## src/rtl/uart_rx.sv

```systemverilog
// 8N1 UART receiver, LSB first, idle-high line. The input passes through a 2-flop synchronizer.
// Each bit is sampled at its centre, and each received byte is presented with a one-cycle strobe.
module uart_rx #(
  parameter int CLKS_PER_BIT = 16
) (
  input  logic       clk,
  input  logic       rst_n,
  input  logic       rx_in,
  output logic [7:0] data_out,
  output logic       data_valid,
  output logic       frame_err,
  output logic       busy,
  output logic [2:0] dbg_state_o
);

  localparam int HALF = CLKS_PER_BIT / 2;
  localparam int CW   = $clog2(CLKS_PER_BIT);

  typedef enum logic [2:0] {
    IDLE  = 3'd0,
    START = 3'd1,
    DATA  = 3'd2,
    STOP  = 3'd3,
    BREAK = 3'd4
  } state_t;

  state_t       state_q;
  logic [1:0]   sync_q;
  logic [CW-1:0] clk_cnt_q;
  logic [2:0]   bit_idx_q;
  logic [7:0]   shift_q;
  logic [7:0]   data_q;
  logic         valid_q;
  logic         ferr_q;
  logic         rx_s;

  assign rx_s        = sync_q[1];
  assign data_out    = data_q;
  assign data_valid  = valid_q;
  assign frame_err   = ferr_q;
  assign busy        = (state_q != IDLE);
  assign dbg_state_o = state_q;

  always_ff @(posedge clk or negedge rst_n) begin
    if (!rst_n) begin
      state_q   <= IDLE;
      sync_q    <= 2'b11;
      clk_cnt_q <= '0;
      bit_idx_q <= '0;
      shift_q   <= '0;
      data_q    <= '0;
      valid_q   <= 1'b0;
      ferr_q    <= 1'b0;
    end else begin
      sync_q  <= {sync_q[0], rx_in};
      valid_q <= 1'b0;
      ferr_q  <= 1'b0;
      case (state_q)
        IDLE: begin
          if (!rx_s) begin
            clk_cnt_q <= '0;
            state_q   <= START;
          end
        end
        START: begin
          // A start bit that is no longer low at its centre is treated as line noise.
          if (clk_cnt_q == CW'(HALF - 1)) begin
            if (!rx_s) begin
              clk_cnt_q <= '0;
              bit_idx_q <= '0;
              state_q   <= DATA;
            end else begin
              state_q <= IDLE;
            end
          end else begin
            clk_cnt_q <= clk_cnt_q + CW'(1);
          end
        end
        DATA: begin
          if (clk_cnt_q == CW'(CLKS_PER_BIT - 1)) begin
            shift_q[bit_idx_q] <= rx_s;
            clk_cnt_q          <= '0;
            if (bit_idx_q == 3'd7) state_q <= STOP;
            else                   bit_idx_q <= bit_idx_q + 3'd1;
          end else begin
            clk_cnt_q <= clk_cnt_q + CW'(1);
          end
        end
        STOP: begin
          // Re-arm at the centre of the stop bit so a following start edge is not missed.
          if (clk_cnt_q == CW'(CLKS_PER_BIT - 1)) begin
            clk_cnt_q <= '0;
            if (rx_s) begin
              data_q  <= shift_q;
              valid_q <= 1'b1;
              state_q <= IDLE;
            end else begin
              ferr_q  <= 1'b1;
              state_q <= BREAK;
            end
          end else begin
            clk_cnt_q <= clk_cnt_q + CW'(1);
          end
        end
        BREAK: begin
          if (rx_s) state_q <= IDLE;
        end
        default: state_q <= IDLE;
      endcase
    end
  end

endmodule

```

## config.mk

```make
export PLATFORM = sky130hd
export DESIGN_NAME = uart_rx
export DESIGN_NICKNAME = d
export VERILOG_FILES = /design/src/rtl/uart_rx.sv
export SDC_FILE = /design/constraint.sdc
export NUM_CORES = 1
export LEC_CHECK = 0
export BUFFER_PORTS_ARGS = -buffer_cell sky130_fd_sc_hd__buf_2
export CORE_MARGIN = 3
export CORE_UTILIZATION = 35
export DETAILED_ROUTE_END_ITERATION = 8
export HOLD_SLACK_MARGIN = 0.03
export PLACE_DENSITY_LB_ADDON = 0.2
export SLEW_MARGIN = 15
export SYNTH_ARGS = -nofsm -noshare
export SYNTH_HDL_FRONTEND = slang
export SYNTH_SLANG_ARGS = --single-unit
```

## constraint.sdc

```tcl
create_clock -name clk -period 1.6 [get_ports clk]
set_input_delay 0.24 -clock clk [delete_from_list [all_inputs] [get_ports clk]]
set_output_delay 0.24 -clock clk [all_outputs]
set_load 0.01 [all_outputs]
```

Word-level counts from Yosys, hierarchy flattened
Cells that the tools add are included.

$add $sub $neg: 2. Order comparisons: 2. Eq/ne operators: 15. Mux-type cells: 27. Reductions and logical operators: 10.

Operators by type and width (count): 2-to-1 mux 3 bit (11); inequality test 2 bit, second input constant (8); case mux 3 bit (5 select lines) (1); 2-to-1 mux 4 bit (3); case mux 4 bit (3 select lines) (1); bitwise mux 8 bit (1); 2-to-1 mux 1 bit (7); == test 3 x 2 -> 1 bit, second input constant (2); == test 3 bit, second input constant (2); case mux 3 bit (2 select lines) (1); AND reduction 6 bit (1); nonzero test 3 bit (2); AND reduction 5 bit (1); adder 4 x 1 -> 4 bit, second input constant (1); == test 4 x 3 -> 1 bit, second input constant (1); == test 4 bit, second input constant (1); less-than comparator 3 x 4 -> 1 bit, second input constant (1); adder 3 x 1 -> 3 bit, second input constant (1); demux 1 bit (select 3 bit) (1); == test 3 x 1 -> 1 bit, second input constant (1); greater-or-equal comparator 3 x 1 -> 1 bit, second input constant (1); logical NOT 3 bit (1); AND reduction 3 bit (1); 2-to-1 mux 2 bit (1); other kinds (4) (4).

Bits in registers: 30. Word-level logic and storage cells: 64.

Longest topological paths before layout
Depth in word-level cells: 5. Depth in mapped cells: 5. Mapped depth without buffers: 5.

Worst setup path before layout
No wires, ideal clock.

Kind: register to register. Start: register bit_idx_q[0]. End: register bit_idx_q[1]. Library setup time: 0.128 ns. Data arrival time: 1.623 ns. Required time: 1.472 ns. Path slack: -0.151 ns. Cell stages (with the launch flop): 6. Period minus slack after synthesis: 1.751 ns. Cells stage by stage: dfrtp_1 > ha_1 > ha_1 > or4bb_1 > a211oi_2 > o2bb2ai_1.

Cells in the longest elaborated chain, start to end: 4.

RTL lines: from (decl) (RTL line 30) `logic [2:0] bit_idx_q;`; from (signal assigned) (RTL line 84) `else bit_idx_q <= bit_idx_q + 3'd1;`; adder 3 x 1 -> 3 bit (RTL line 84); 2-to-1 mux 3 bit (RTL line 83) `if (bit_idx_q == 3'd7) state_q <= STOP;`; 2-to-1 mux 3 bit (RTL line 80) `if (clk_cnt_q == CW'(CLKS_PER_BIT - 1)) begin`; case mux 3 bit (2 select lines) (RTL line 58) `case (state_q)`.

Parallel ways exist; a longest one is shown, timed or not. The select of a mux whose other input is x is not followed. A chain may end at the register's enable or synchronous reset.

Worst setup path after layout
Ends and elaborated chain as after synthesis.

==> flow_summary.json <==
{
  "die_h_um": 72.0,
  "seq_area_um2": 753,
  "grt_max_degree": 31,
  "synth_nets": 135,
  "crit_fanout": 3,
  "cts_num_sinks": 30,
  "cts_buffers": 5,
  "worst_pin_slew_ns": 0.656,
  "synth_xor_area_share_pct": 1.15,
  "grt_pass1_vias": 1123,
  "synth_area_leaders": "dfrtp_1, mux2_2, dfstp_2",
  "setup_tns_ns": -0.338,
  "synth_edf_count": 0,
  "overflow": 0,
  "drc_errors": 0,
  "drt_pass1_iterations": 4,
  "fmax_mhz": 578,
  "synth_top_family_by_area": "simple AND/OR/NAND/NOR gates",
  "crit_type": "register to register",
  "avgSynthCellArea_um2": 11.8,
  "dpl_cell_area_um2": 1760,
  "p_leak_uw": 0.000909,
  "viasPerCell": 5.29,
  "muxShareOfSynthArea_pct": 12.6,
  "cts_tree": "built",
  "synthArstFlopShare_pct": 100,
  "gp_congestion": 0.831,
  "min_period_over_period_pct": 108,
  "area_growth_pct": 28.5,
  "endpoint_kind": "register",
  "antenna_found_initial": 0,
  "seq_area_frac_synth_pct": 49.5,
  "io-pin-count": 17,
  "finClkSkew_ns": 0.00430,
  "wl_per_cell_um": 14.3,
  "crit_required_ns": 1.76,
  "ir_worst_vdd_v": 0.000615,
  "clk_pin_slew_ns": 0.06,
  "yosysWarnings": 0,
  "setup_slack_ns": -0.129,
  "cts_max_level": 2,
  "dr.first_iter.drc_count": 59,
  "syn-cell-area_um2": 1520,
  "drive_gt1_share_pct": 46.7,
  "slew_viol_final": 0,
  "multi_input_area_um2": 761,
  "drt_wl_total_mm": 3.09,
  "synth_ff_type": "dfrtp_1",
  "yosysUniqueCellTypes": 45,
  "critPathLaunchType": "register",
  "num_vias": 1147,
  "grt_pass1_wl_mm": 5.27,
  "synth_seq_cells": 30,
  "syn_inst": 129,
  "drtAntennaViolNets": 0,
  "hold_viol": 0,
  "detailed_place_hpwl_mm": 2.16,
  "insertion_delay_ns": 0.28,
  "utilization_pct": 47.9,
  "synth_simple_gate_area_share_pct": 18.4,
  "slew_headroom_pct": 56.3,
  "cts.path.max_buffers": 2,
  "row_count": 23,
  "arrival_ns": 1.89,
  "p_per_area_nw_per_um2": 1310,
  "nets": 172,
  "setup-violations-final": 3,
  "yosys.area.top_type": "dfrtp_1",
  "grt_setup_unrepaired": "true",
  "initial_core_util_pct": 37.3,
  "final.min_clock_period_ns": 1.73,
  "dieArea_um2": 5180,
  "n_fill_cell": 394,
  "place.port_buffers": 16,
  "fp.dieW_um": 72.0,
  "cap_violations": 0,
  "synthAdderAreaFrac_pct": 2.47,
  "antenna_cells": 0,
  "status": "finished, violations left",
  "clock_tree.root_cell": "clkbuf_8",
  "synth_compound_area_share_pct": 10.5,
  "core_area_um2": 4090,
  "power.total_uw": 2570,
  "synth_top_cell_area_share_pct": 46.0,
  "design_area_um2": 1960,
  "min_path_type": "input pin to register",
  "violations": "setup timing",
  "track_usage_pct": 13.4
}
Yosys cell counts, types with 2 or more instances:
library cell	number
dfrtp_1	28
mux2_2	15
nand2_1	7
inv_1	6
nand4_1	5
nor2_1	4
nor4_1	4
buf_2	3
buf_4	3
ha_1	3
nand3_1	3
nor2b_1	3
nor3_1	3
o211ai_1	3
o2bb2ai_1	3
clkbuf_1	2
dfstp_2	2
mux2_1	2
nand4b_1	2
nor3b_1	2
xor2_1	2
final cells by class:
type / count / share of cell area, %
Timing Repair Buffer: 40 / 13.4
Clock buffer: 6 / 4.22
Multi-Input combinational cell: 83 / 38.9
Sequential cell: 30 / 38.5
Tap cell: 50 / 3.20
Clock inverter: 2 / 0.639
Inverter: 6 / 1.15
state kept, by name, summed over array words and instances, names as in the netlist:
name and count:
shift_q 8, dbg_state_o 3, frame_err 1, sync_q 2, bit_idx_q 3, data_out 8, clk_cnt_q 4, data_valid 1
through the flow:
step	cells	worst slack, ns	hold WS [ns]
floorplan	129	-0.139	-0.0556
global placement	203	-0.105	0.313
detailed placement	203	-0.170	0.318
CTS	215	-0.135	0.0452
global route	217	-0.213	0.0428
finish	217	-0.129	0.0572
kinds of logic after synthesis:
family,Yosys count
mux,17
xor+xnor,2
compound gates,19
fa+ha+maj,3
buf+inv,16
simple gates,42
flops,30
what timing repair did:
action / 4_1_cts / 5_1_grt
hold buffers: 1 / 0
pin swaps: 7 / 6
resized for setup: 4 / 5
setup buffers: 3 / 2
setup endpoints to repair: 7 / 12
hold endpoints to repair: 28 / 0
layer usage:
metal  wire (um)  global-route usage [%]  part of all wire [%]  vias up
met1        1460                    17.4                    47      568
met4          44                    5.22                   1.4        0
met2        1450                    20.6                    47       26
met3         141                    4.71                   4.6        4
met5           0                       0                     0        -
li1            -                       -                     -      549
cell usage in the layout, fill, tap and decap left out, drive strengths merged, types with 2 or more instances in the layout:
cell      n
buf      39
dfrtp    28
mux2     17
nand2     7
inv       6
clkbuf    6
nand4     6
nor2      4
nor4      4
nand3     3
nor3      3
o2bb2ai   3
nor2b     3
o211ai    3
nor3b     3
ha        3
nand4b    2
xor2      2
dfstp     2
o21ai     2
worst paths after layout:
check / from / end / slack (ns) / cells past startpoint
worst max-delay path: bit_idx_q[0] / bit_idx_q[1] / -0.13 / 5
worst min-delay path: rx_in / sync_q[0] / 0.06 / 1
worst max register to register: bit_idx_q[0] / bit_idx_q[1] / -0.13 / 5
worst min register to register: sync_q[0] / sync_q[1] / 0.36 / 0
max in group asynchronous: rst_n / clk_cnt_q[2] / 0.63 / 2
min in group asynchronous: rst_n / clk_cnt_q[0] / 0.53 / 2
critical path, stage by stage (launching register included):
cell and delay (ns):
dfrtp_1 0.39, ha_2 0.20, ha_4 0.15, or4bb_1 0.48
a211oi_2 0.26, o2bb2ai_1 0.12
report_power, final:
part	switching, uW	leakage [uW]	internal (uW)
Combinational	479	0.000462	485
Sequential	114	0.000399	860
Clock	286	0.0000472	345
Power figures use the tool's default switching activity.
